File: src/rtl/mem_access_pkg.sv
// Shared definitions for the memory-access pipeline stage: operation codes,
// register-bus widths, reset/NOP constants and the load/store decoder.
package mem_access_pkg;

  localparam logic RstEnable  = 1'b1;
  localparam int   RegBus     = 32;
  localparam int   RegAddrBus = 5;

  localparam logic [RegBus-1:0]     ZeroWord   = 32'h0000_0000;
  localparam logic [RegAddrBus-1:0] NOPRegAddr = 5'b00000;

  typedef logic [RegBus-1:0]     reg_t;
  typedef logic [RegAddrBus-1:0] reg_addr_t;

  // ALU operation codes seen by the memory stage
  localparam logic [7:0] EXE_NOP_OP = 8'b0000_0000;
  localparam logic [7:0] EXE_ADD_OP = 8'b0010_0000;
  localparam logic [7:0] EXE_LB_OP  = 8'b1110_0000;
  localparam logic [7:0] EXE_LH_OP  = 8'b1110_0001;
  localparam logic [7:0] EXE_LW_OP  = 8'b1110_0011;
  localparam logic [7:0] EXE_LBU_OP = 8'b1110_0100;
  localparam logic [7:0] EXE_LHU_OP = 8'b1110_0101;
  localparam logic [7:0] EXE_SB_OP  = 8'b1110_1000;
  localparam logic [7:0] EXE_SH_OP  = 8'b1110_1001;
  localparam logic [7:0] EXE_SW_OP  = 8'b1110_1011;

  typedef enum logic [1:0] {
    SZ_BYTE = 2'd0,
    SZ_HALF = 2'd1,
    SZ_WORD = 2'd2
  } acc_size_e;

  // Decoded view of one memory access
  typedef struct packed {
    logic      is_mem;
    logic      is_store;
    logic      is_signed;
    acc_size_e size;
  } acc_t;

  function automatic acc_t decode_access(input logic [7:0] aluop);
    acc_t a;
    a = '0;
    case (aluop)
      EXE_LB_OP:  a = '{is_mem: 1'b1, is_store: 1'b0, is_signed: 1'b1, size: SZ_BYTE};
      EXE_LBU_OP: a = '{is_mem: 1'b1, is_store: 1'b0, is_signed: 1'b0, size: SZ_BYTE};
      EXE_LH_OP:  a = '{is_mem: 1'b1, is_store: 1'b0, is_signed: 1'b1, size: SZ_HALF};
      EXE_LHU_OP: a = '{is_mem: 1'b1, is_store: 1'b0, is_signed: 1'b0, size: SZ_HALF};
      EXE_LW_OP:  a = '{is_mem: 1'b1, is_store: 1'b0, is_signed: 1'b0, size: SZ_WORD};
      EXE_SB_OP:  a = '{is_mem: 1'b1, is_store: 1'b1, is_signed: 1'b0, size: SZ_BYTE};
      EXE_SH_OP:  a = '{is_mem: 1'b1, is_store: 1'b1, is_signed: 1'b0, size: SZ_HALF};
      EXE_SW_OP:  a = '{is_mem: 1'b1, is_store: 1'b1, is_signed: 1'b0, size: SZ_WORD};
      default:    a = '0;
    endcase
    return a;
  endfunction

endpackage

File: src/rtl/mem_access_if.sv
// Data-memory bus between the memory stage (master) and the memory (slave).
interface mem_access_if;
  import mem_access_pkg::*;

  logic       bus_req;
  logic       bus_we;
  reg_t       bus_addr;
  logic [3:0] bus_sel;
  reg_t       bus_wdata;
  reg_t       bus_rdata;
  logic       bus_ack;

  modport master (
    output bus_req, bus_we, bus_addr, bus_sel, bus_wdata,
    input  bus_rdata, bus_ack
  );

  modport slave (
    input  bus_req, bus_we, bus_addr, bus_sel, bus_wdata,
    output bus_rdata, bus_ack
  );

endinterface

File: src/rtl/mem_byte_lane.sv
// Byte-lane steering: byte enables and replicated store data for the bus,
// plus lane extraction and sign/zero extension of the read word.
module mem_byte_lane
  import mem_access_pkg::*;
#(
  parameter bit BIG_ENDIAN = 1'b1
) (
  input  acc_t       acc,
  input  logic [1:0] offset,
  input  reg_t       st_src,
  input  reg_t       ld_word,
  output logic [3:0] sel,
  output reg_t       st_data,
  output reg_t       ld_data
);

  // Physical lane index: byte lane 0 is bits 7:0, halfword lane 0 is bits 15:0.
  logic [1:0]  byte_lane;
  logic        half_lane;
  logic [7:0]  byte_val;
  logic [15:0] half_val;

  // Map the byte offset onto a physical lane according to endianness
  always_comb begin
    byte_lane = BIG_ENDIAN ? ~offset    : offset;
    half_lane = BIG_ENDIAN ? ~offset[1] : offset[1];
    byte_val  = ld_word[8*byte_lane +: 8];
    half_val  = ld_word[16*half_lane +: 16];
  end

  // Enables, store replication and load extension per access size
  always_comb begin
    sel     = 4'b0000;
    st_data = ZeroWord;
    ld_data = ZeroWord;
    if (acc.is_mem) begin
      case (acc.size)
        SZ_BYTE: begin
          sel     = 4'b0001 << byte_lane;
          st_data = {4{st_src[7:0]}};
          ld_data = acc.is_signed ? {{24{byte_val[7]}}, byte_val} : {24'b0, byte_val};
        end
        SZ_HALF: begin
          sel     = half_lane ? 4'b1100 : 4'b0011;
          st_data = {2{st_src[15:0]}};
          ld_data = acc.is_signed ? {{16{half_val[15]}}, half_val} : {16'b0, half_val};
        end
        default: begin
          sel     = 4'b1111;
          st_data = st_src;
          ld_data = ld_word;
        end
      endcase
    end
  end

endmodule

File: src/rtl/mem_access.sv
// Memory-access pipeline stage. Non-memory operations pass straight through
// to the MEM/WB register; loads and stores run a request/ack handshake on the
// data bus and stall the pipeline until the bus acknowledges.
module mem_access
  import mem_access_pkg::*;
#(
  parameter bit BIG_ENDIAN = 1'b1
) (
  input  logic            clk,
  input  logic            rst,

  input  reg_addr_t       mem_wd,
  input  logic            mem_wreg,
  input  reg_t            mem_wdata,
  input  reg_t            mem_hi,
  input  reg_t            mem_lo,
  input  logic            mem_whilo,
  input  logic [7:0]      mem_aluop,
  input  reg_t            mem_addr,
  input  reg_t            mem_reg2,

  mem_access_if.master    mem_bus,

  output reg_addr_t       wb_wd,
  output logic            wb_wreg,
  output reg_t            wb_wdata,
  output reg_t            wb_hi,
  output reg_t            wb_lo,
  output logic            wb_whilo,
  output logic            stallreq
);

  typedef enum logic [1:0] {
    ST_IDLE = 2'd0,
    ST_BUSY = 2'd1,
    ST_DONE = 2'd2
  } state_e;

  state_e     state_q, state_d;
  reg_t       rdata_q;
  acc_t       acc;
  logic       in_reset;
  logic       req_raw;
  logic       stall_raw;
  logic [3:0] lane_sel;
  reg_t       lane_st_data;
  reg_t       lane_ld_data;

  assign acc      = decode_access(mem_aluop);
  assign in_reset = (rst == RstEnable);

  mem_byte_lane #(
    .BIG_ENDIAN (BIG_ENDIAN)
  ) u_lane (
    .acc     (acc),
    .offset  (mem_addr[1:0]),
    .st_src  (mem_reg2),
    .ld_word (rdata_q),
    .sel     (lane_sel),
    .st_data (lane_st_data),
    .ld_data (lane_ld_data)
  );

  // State register; reset abandons any access in flight
  always_ff @(posedge clk) begin
    // NOTE: sequential state uses <= so every flop samples pre-edge values.
    if (in_reset) state_q <= ST_IDLE;
    else          state_q <= state_d;
  end

  // Read latch: capture bus data on the acknowledging edge of a request
  always_ff @(posedge clk) begin
    // NOTE: this holding register is reset so DONE never exposes X after power-up.
    if (in_reset)                      rdata_q <= ZeroWord;
    else if (req_raw && mem_bus.bus_ack) rdata_q <= mem_bus.bus_rdata;
  end

  // Next-state and handshake control
  always_comb begin
    // NOTE: every output gets a default first so no path infers a latch.
    state_d   = state_q;
    req_raw   = 1'b0;
    stall_raw = 1'b0;
    case (state_q)
      ST_IDLE: begin
        if (acc.is_mem) begin
          req_raw   = 1'b1;
          stall_raw = 1'b1;
          state_d   = mem_bus.bus_ack ? ST_DONE : ST_BUSY;
        end
      end
      ST_BUSY: begin
        req_raw   = 1'b1;
        stall_raw = 1'b1;
        if (mem_bus.bus_ack) state_d = ST_DONE;
      end
      ST_DONE: state_d = ST_IDLE;
      default: state_d = ST_IDLE;
    endcase
  end

  // Bus drive; everything is zero whenever no request is outstanding
  always_comb begin
    mem_bus.bus_req   = 1'b0;
    mem_bus.bus_we    = 1'b0;
    mem_bus.bus_addr  = ZeroWord;
    mem_bus.bus_sel   = 4'b0000;
    mem_bus.bus_wdata = ZeroWord;
    if (req_raw && !in_reset) begin
      mem_bus.bus_req   = 1'b1;
      mem_bus.bus_we    = acc.is_store;
      mem_bus.bus_addr  = {mem_addr[31:2], 2'b00};
      mem_bus.bus_sel   = lane_sel;
      mem_bus.bus_wdata = acc.is_store ? lane_st_data : ZeroWord;
    end
  end

  assign stallreq = stall_raw && !in_reset;

  // Write-back results: pass-through, with the load result substituted in DONE.
  // Write enables are suppressed while stalling so a frozen access cannot
  // write back early.
  always_comb begin
    wb_wd    = mem_wd;
    wb_wreg  = mem_wreg;
    wb_wdata = mem_wdata;
    wb_hi    = mem_hi;
    wb_lo    = mem_lo;
    wb_whilo = mem_whilo;
    if (in_reset) begin
      wb_wd    = NOPRegAddr;
      wb_wreg  = 1'b0;
      wb_wdata = ZeroWord;
      wb_hi    = ZeroWord;
      wb_lo    = ZeroWord;
      wb_whilo = 1'b0;
    end else if (state_q == ST_DONE) begin
      if (acc.is_mem && !acc.is_store) wb_wdata = lane_ld_data;
    end else if (stall_raw) begin
      wb_wreg  = 1'b0;
      wb_whilo = 1'b0;
    end
  end

endmodule

File: src/flat_wrapper.sv
// flat-port wrapper written by rule: the top's interface ports become plain ports
module mem_access_flat import mem_access_pkg::*;
#(
  parameter bit BIG_ENDIAN = 1'b1
)
  (clk, rst, mem_wd, mem_wreg, mem_wdata, mem_hi, mem_lo, mem_whilo, mem_aluop, mem_addr, mem_reg2, wb_wd, wb_wreg, wb_wdata, wb_hi, wb_lo, wb_whilo, stallreq, mem_bus_bus_req, mem_bus_bus_we, mem_bus_bus_addr, mem_bus_bus_sel, mem_bus_bus_wdata, mem_bus_bus_rdata, mem_bus_bus_ack);
  mem_access_if mem_bus_i ();
  input  logic clk;
  input  logic rst;
  input  reg_addr_t mem_wd;
  input  logic mem_wreg;
  input  reg_t mem_wdata;
  input  reg_t mem_hi;
  input  reg_t mem_lo;
  input  logic mem_whilo;
  input  logic [7:0] mem_aluop;
  input  reg_t mem_addr;
  input  reg_t mem_reg2;
  output reg_addr_t wb_wd;
  output logic wb_wreg;
  output reg_t wb_wdata;
  output reg_t wb_hi;
  output reg_t wb_lo;
  output logic wb_whilo;
  output logic stallreq;
  output wire logic [$bits(mem_bus_i.bus_req)-1:0] mem_bus_bus_req;
  output wire logic [$bits(mem_bus_i.bus_we)-1:0] mem_bus_bus_we;
  output wire logic [$bits(mem_bus_i.bus_addr)-1:0] mem_bus_bus_addr;
  output wire logic [$bits(mem_bus_i.bus_sel)-1:0] mem_bus_bus_sel;
  output wire logic [$bits(mem_bus_i.bus_wdata)-1:0] mem_bus_bus_wdata;
  input wire logic [$bits(mem_bus_i.bus_rdata)-1:0] mem_bus_bus_rdata;
  input wire logic [$bits(mem_bus_i.bus_ack)-1:0] mem_bus_bus_ack;
  assign mem_bus_bus_req = mem_bus_i.bus_req;
  assign mem_bus_bus_we = mem_bus_i.bus_we;
  assign mem_bus_bus_addr = mem_bus_i.bus_addr;
  assign mem_bus_bus_sel = mem_bus_i.bus_sel;
  assign mem_bus_bus_wdata = mem_bus_i.bus_wdata;
  assign mem_bus_i.bus_rdata = mem_bus_bus_rdata;
  assign mem_bus_i.bus_ack = mem_bus_bus_ack;
  mem_access #(.BIG_ENDIAN(BIG_ENDIAN)) u_core (.clk(clk), .rst(rst), .mem_wd(mem_wd), .mem_wreg(mem_wreg), .mem_wdata(mem_wdata), .mem_hi(mem_hi), .mem_lo(mem_lo), .mem_whilo(mem_whilo), .mem_aluop(mem_aluop), .mem_addr(mem_addr), .mem_reg2(mem_reg2), .mem_bus(mem_bus_i), .wb_wd(wb_wd), .wb_wreg(wb_wreg), .wb_wdata(wb_wdata), .wb_hi(wb_hi), .wb_lo(wb_lo), .wb_whilo(wb_whilo), .stallreq(stallreq));
endmodule
File: config.mk
export PLATFORM = sky130hd
export DESIGN_NAME = mem_access_flat
export DESIGN_NICKNAME = d
export VERILOG_FILES = /design/src/rtl/mem_access_pkg.sv /design/src/rtl/mem_access_if.sv /design/src/rtl/mem_byte_lane.sv /design/src/rtl/mem_access.sv /design/src/flat_wrapper.sv
export SDC_FILE = /design/constraint.sdc
export NUM_CORES = 1
export LEC_CHECK = 0
export CORE_AREA = 2 2 149 151
export CTS_CLUSTER_SIZE = 40
export DETAILED_ROUTE_END_ITERATION = 8
export DIE_AREA = 0 0 151 153
export HOLD_SLACK_MARGIN = 0.15
export SYNTH_ARGS = -nofsm -noshare
export SYNTH_HDL_FRONTEND = slang
export SYNTH_SLANG_ARGS = --single-unit
File: constraint.sdc
create_clock -name clk -period 3.5 [get_ports clk]
set_clock_uncertainty 0.15 [all_clocks]
set_input_delay 0.35 -clock clk [delete_from_list [all_inputs] [get_ports clk]]
set_output_delay 0.35 -clock clk [all_outputs]
set_load 0.03 [all_outputs]
Word-level counts from Yosys, hierarchy flattened:

Index checks and enable logic that the tools add are counted.

* eq/ne operators: 13
* shift operators: 3
* multiplexer cells: 34
* bitwise operators: 2
* reductions and logical operators: 8

Operators with widths (number)
* $mux 32: 12
* $pmux 32 s2: 2
* $eq 8x8->1 const B: 8
* $pmux 5 s8: 1
* $shiftx 32x6->16: 1
* $shiftx 32x6->8: 1
* $mux 4: 3
* $mux 1: 9
* $pmux 4 s2: 1
* $mux 2: 3
* $mux 5: 1
* $eq 2x1->1 const B: 2
* $logic_not 2->1: 2
* $pmux 2 s2: 1
* $shl 1x2->4 const A: 1
* $logic_and 1x1->1: 3
* $eq 2x2->1 const B: 1
* $logic_not 1->1: 2
* $ne 2x1->1 const B: 1
* $ne 2x2->1 const B: 1
* $not 2->2: 1
* $pmux 1 s2: 1
* $reduce_and 2->1: 1
* $not 1->1: 1

* flip-flop bits (word level): 34
* input port bits: 210
* output and inout port bits: 174
* logic and storage cells: 62

Longest topological paths before layout:

* depth after elaboration: 8
* mapped depth: 7
* gate-level depth less buffers: 5

Modules after synthesis:

A second synthesis with hierarchy kept.

* cells, all modules: 613
* area, all modules: 4357.9 µm²

By module, submodules not included
* mem_access: instances 1, cells each 387, area an instance 3065.4 µm², sequential area each 680.7 µm²
* mem_byte_lane: instances 1, cells each 226, area an instance 1292.5 µm², sequential area each 0.0 µm²

Worst setup path after synthesis:

Ideal clock, no wire load.

* path kind: in2out
* from: in mem_aluop[5]
* to: out mem_bus_bus_wdata[31]
* arrival time: 2.188 ns
* data required time: 3.000 ns
* setup slack: 0.812 ns
* cell stages on the path: 6
* buffers on the path: 2
* cells stage by stage: and4b_1 -> buf_2 -> nand3_1 -> clkbuf_1 -> nor2_1 -> nor4_1

* word-level cells in the longest chain between the ends: 7
* elaborated cells between the ends (all ways): 18
* classes of those cells: 9 x eq/ne; 7 x mux; 2 x reduce/logical

Ends and longest elaborated chain
* start, declared: line flat_wrapper.sv:16 `input logic [7:0] mem_aluop;`
* $eq 8x8->1: line mem_access_pkg.sv:44 `case (aluop)`
* $pmux 5 s8 (*): line mem_access_pkg.sv:44
* $eq 2x1->1 or $logic_not 2->1 (tied branches): line mem_byte_lane.sv:37 `case (acc.size)`
* $pmux 32 s2: line mem_byte_lane.sv:37
* $mux 32: line mem_byte_lane.sv:36 `if (acc.is_mem) begin`
* $mux 32: line mem_access.sv:114 `mem_bus.bus_wdata = acc.is_store ? lane_st_data : ZeroWord;`
* $mux 32 (*): line mem_access.sv:109 `if (req_raw && !in_reset) begin`
* end, declared: line flat_wrapper.sv:30 `output wire logic [$bits(mem_bus_i.bus_wdata)-1:0] mem_bus_bus_wdata;`

Every way passes the cells marked *; elsewhere a longest branch is shown, timed or not.

Worst setup path in the final report:

* from: in mem_aluop[4]
* to: out wb_wdata[5]

* word-level cells in the longest chain between the ends: 8
* elaborated cells between the ends (all ways): 18
* classes of those cells: 9 x eq/ne; 6 x mux; 3 x reduce/logical

Ends and longest elaborated chain
* $eq 8x8->1: line mem_access_pkg.sv:44
* $pmux 5 s8 (*): line mem_access_pkg.sv:44
* $eq 2x1->1 or $logic_not 2->1 (tied branches): line mem_byte_lane.sv:37
* $pmux 32 s2: line mem_byte_lane.sv:37
* $mux 32: line mem_byte_lane.sv:36
* $mux 32 (*): line mem_access.sv:138 `if (acc.is_mem && !acc.is_store) wb_wdata = lane_ld_data;`
* $mux 32 (*): line mem_access.sv:137 `end else if (state_q == ST_DONE) begin`
* $mux 32 (*): line mem_access.sv:130 `if (in_reset) begin`
* end, declared: line flat_wrapper.sv:21 `output reg_t wb_wdata;`

Marks and branches as above.

==> metrics.txt <==
CTS Buf Count=5; f_max=307.8 MHz; WHS Endpoint=u_core.state_q[0]$_SDFFE_PP0P_; first-pass iteration count of the detailed router=4; Netlist cell types=42; sequential share of the synthesized area=18.25%; total core area=21490 um^2; type of origin of the critical path=input pin; routed vias=5031; layout cells sized above 1=17.67%; P per Cell Area=212.2 nW/um^2; syn avg cell area=7.285 um^2; setup total negative slack=0 ns; Clock Tree Buf Depth=2; Synth area leaders=dfxtp_1 18%, mux2i_1 13%, nor2b_1 12%, nand2_1 9.9%, and2_1 6.9%; Max Slew Vio Count=0; Max Cap Viol=0; H-tree Lvls=2; RSZ-0062 raised after global routing=no; Worst Path Class, Setup=input pin to output pin; Setup violations, final=0; Core Util, Final=37.32%; Die ar.=23100 um^2; CTS Root Cell=clkbuf_16; Netlist Area Pre-Place=3730 um^2; Slew Limit Headroom=54.66%; Post-CTS Setup Inserts=0; Final Cycle Share=92.82%; Starting Density=17.36%; CP Capture Type=output pin; Hold-fix buffers, CTS=0; Hold Vio Cnt, Final=0; vias in the first global route=4834; Post-Route WL=22010 um; drt wl/cell=18.97 um; Routed Antenna Nets=0; Leak=3.191 nW; Yosys warnings=0; reg2reg setup slack=1.92 ns; Clock transition at path regs=0.06 ns; cts repair resizes=0; largest net degree at the start of global routing=70; CP arrival=2.75 ns; Residual DRC=0; Hold Startpoint=rst; initial antenna violation count=3; Iteration-0 DRC Markers=234; status=completed; Mapped Cells=512; R2R depth=5; Vias/cell=4.337; min Tclk post-route=3.249 ns; row count=54; r2r endpoint=u_core.rdata_q[30]$_SDFFE_PP0P_; I/O pins=384; launch point of the worst reg-to-reg path=u_core.state_q[0]$_SDFFE_PP0P_; HPWL Detailed=18190 um; CP Data Required Time=3.00 ns; CTS tree=built; Die X=151 um; DIE HEIGHT=153 um; post-synthesis register bit count=34; Max FO, Critical Path=3; hold depth=2; post-synth top area cell=dfxtp_1; Peak VDD IR=175.8 uV; CTS sink cnt=34; IO Port Bufs=381; HP Class=input pin to flip-flop; GRT Total Usage=17.73%; Final Wtd Congestion=0.9084; first-pass GRT wire length=30800 um; Synth top area share=18.25%; area growth from synthesis to layout=115.0%; slew at the pin closest to its max-slew limit=0.6801 ns; worst-skew pair later-pin latency=0.28 ns; Layout Nets=1086; GRT overflow=0
==> final cells by class <==
type / count / area, um^2
multi-input cells: 426 / 2824
inverters: 3 / 11.26
clock buffers: 5 / 125.1
diodes: 3 / 7.507
fillers: 2221 / 13470
flip-flops and latches: 34 / 680.7
repair buffers: 406 / 3951
well taps: 280 / 350.3
clock inverters: 3 / 68.82
==> per-stage QoR <==
step                power [W]  hold WS (ns)  worst slack (ns)  std cells  area (um^2)
finish               0.001702        0.2905            0.2513       1160         8019
floorplan           0.0006890        0.2771            0.8116        513         3734
global route         0.001766        0.3255            0.1496       1159         8016
detailed placement   0.001118        0.3129            0.1996       1149         7818
CTS                  0.001715        0.2984            0.1669       1157         8011
global placement     0.001117        0.3145            0.1556       1149         7818
==> per-layer routing <==
metal | vias up | GRT usage (%) | wire length (um)
met4 | 0 | 3.427 | 332
met5 | - | 0 | 0
li1 | 2495 | - | -
met2 | 220 | 27.75 | 9600
met1 | 2298 | 23.18 | 9495
met3 | 18 | 6.985 | 2577
==> flip-flops by register name, indices dropped and copies added (netlist names) <==
signal	flops
u_core.state_q	2
u_core.rdata_q	32
==> cell usage after synthesis <==
cell and instances:
o32ai_1 5, clkbuf_1 31, a31oi_1 1, a221oi_1 3, nand4b_1 3, and3_1 5
o31ai_1 3, buf_2 8, a21oi_1 20, nand4b_2 1, buf_4 7, mux2i_1 47
nor2b_1 74, nor4_1 2, conb_1 1, nand2b_2 1, nand2_1 98, mux4_2 5
a211oi_1 7, o2bb2ai_1 19, nand2b_1 2, o21ai_0 18, a311o_4 1, o21ai_1 2
and4b_1 1, nor3b_1 3, o211a_1 8, a2111o_1 1, nor3_1 2, o2bb2ai_2 10
buf_6 1, dfxtp_1 34, clkbuf_2 1, nor2_1 29, and2_1 41, or3b_1 1
a2111oi_4 1, inv_1 3, nand3_1 7, a21o_1 2, buf_1 2, o211ai_1 1
==> worst max-delay path by stage <==
stage,startpoint,endpoint,cells after the start
2_1_floorplan,mem_aluop[5],mem_bus_bus_wdata[31],6
3_3_place_gp,mem_aluop[4],wb_wdata[5],7
3_5_place_dp,mem_aluop[4],wb_wdata[5],7
4_1_cts,mem_aluop[4],wb_wdata[5],7
5_1_grt,mem_aluop[4],wb_wdata[5],7
6_report,mem_aluop[4],wb_wdata[5],7
==> power by group <==
group	switching, W	total (W)	internal [W]
Combinational	0.000325	0.000714	0.000388
Sequential	0.00000459	0.000396	0.000391
Clock	0.000183	0.000592	0.000410
Total	0.000513	0.00170	0.00119
==> layout by cell type (no fill, tap or decap), types with 2 or more instances in the layout <==
cell / instances
a21oi_1: 20
a21o_1: 2
a211oi_1: 7
and2_1: 41
diode_2: 3
clkbuf_16: 5
nor4_1: 2
nand4b_1: 3
bufinv_16: 2
a221oi_1: 3
o31ai_1: 3
o211a_1: 8
inv_1: 2
conb_1: 2
mux2i_1: 47
o21ai_0: 18
o32ai_1: 5
nand3_1: 6
and3_1: 5
nor2b_1: 74
nor2_1: 29
dfxtp_1: 34
nor3b_1: 2
o2bb2ai_1: 19
mux4_2: 5
buf_12: 16
clkdlybuf4s50_1: 282
buf_4: 107
o2bb2ai_2: 10
nand2b_1: 2
o21ai_1: 2
nand2_1: 98
==> critical path: stages <==
cell and delay [ns]:
clkdlybuf4s50_1 0.42, nand4b_1 0.28, buf_4 0.22, a2111oi_4 0.33
o21ai_0 0.14, o2bb2ai_1 0.27, clkdlybuf4s50_1 0.73
==> cell families (layout without fill, tap and decap cells) <==
kind of cell,after synthesis,in the layout,share of synthesized area (%)
simple gates,270,270,37.24
buf+inv,53,417,6.541
flops,34,34,18.25
other cells,1,5,0.1005
compound gates,102,102,22.24
mux,52,52,15.63
No activity file was read; power rests on OpenSTA's default activity.
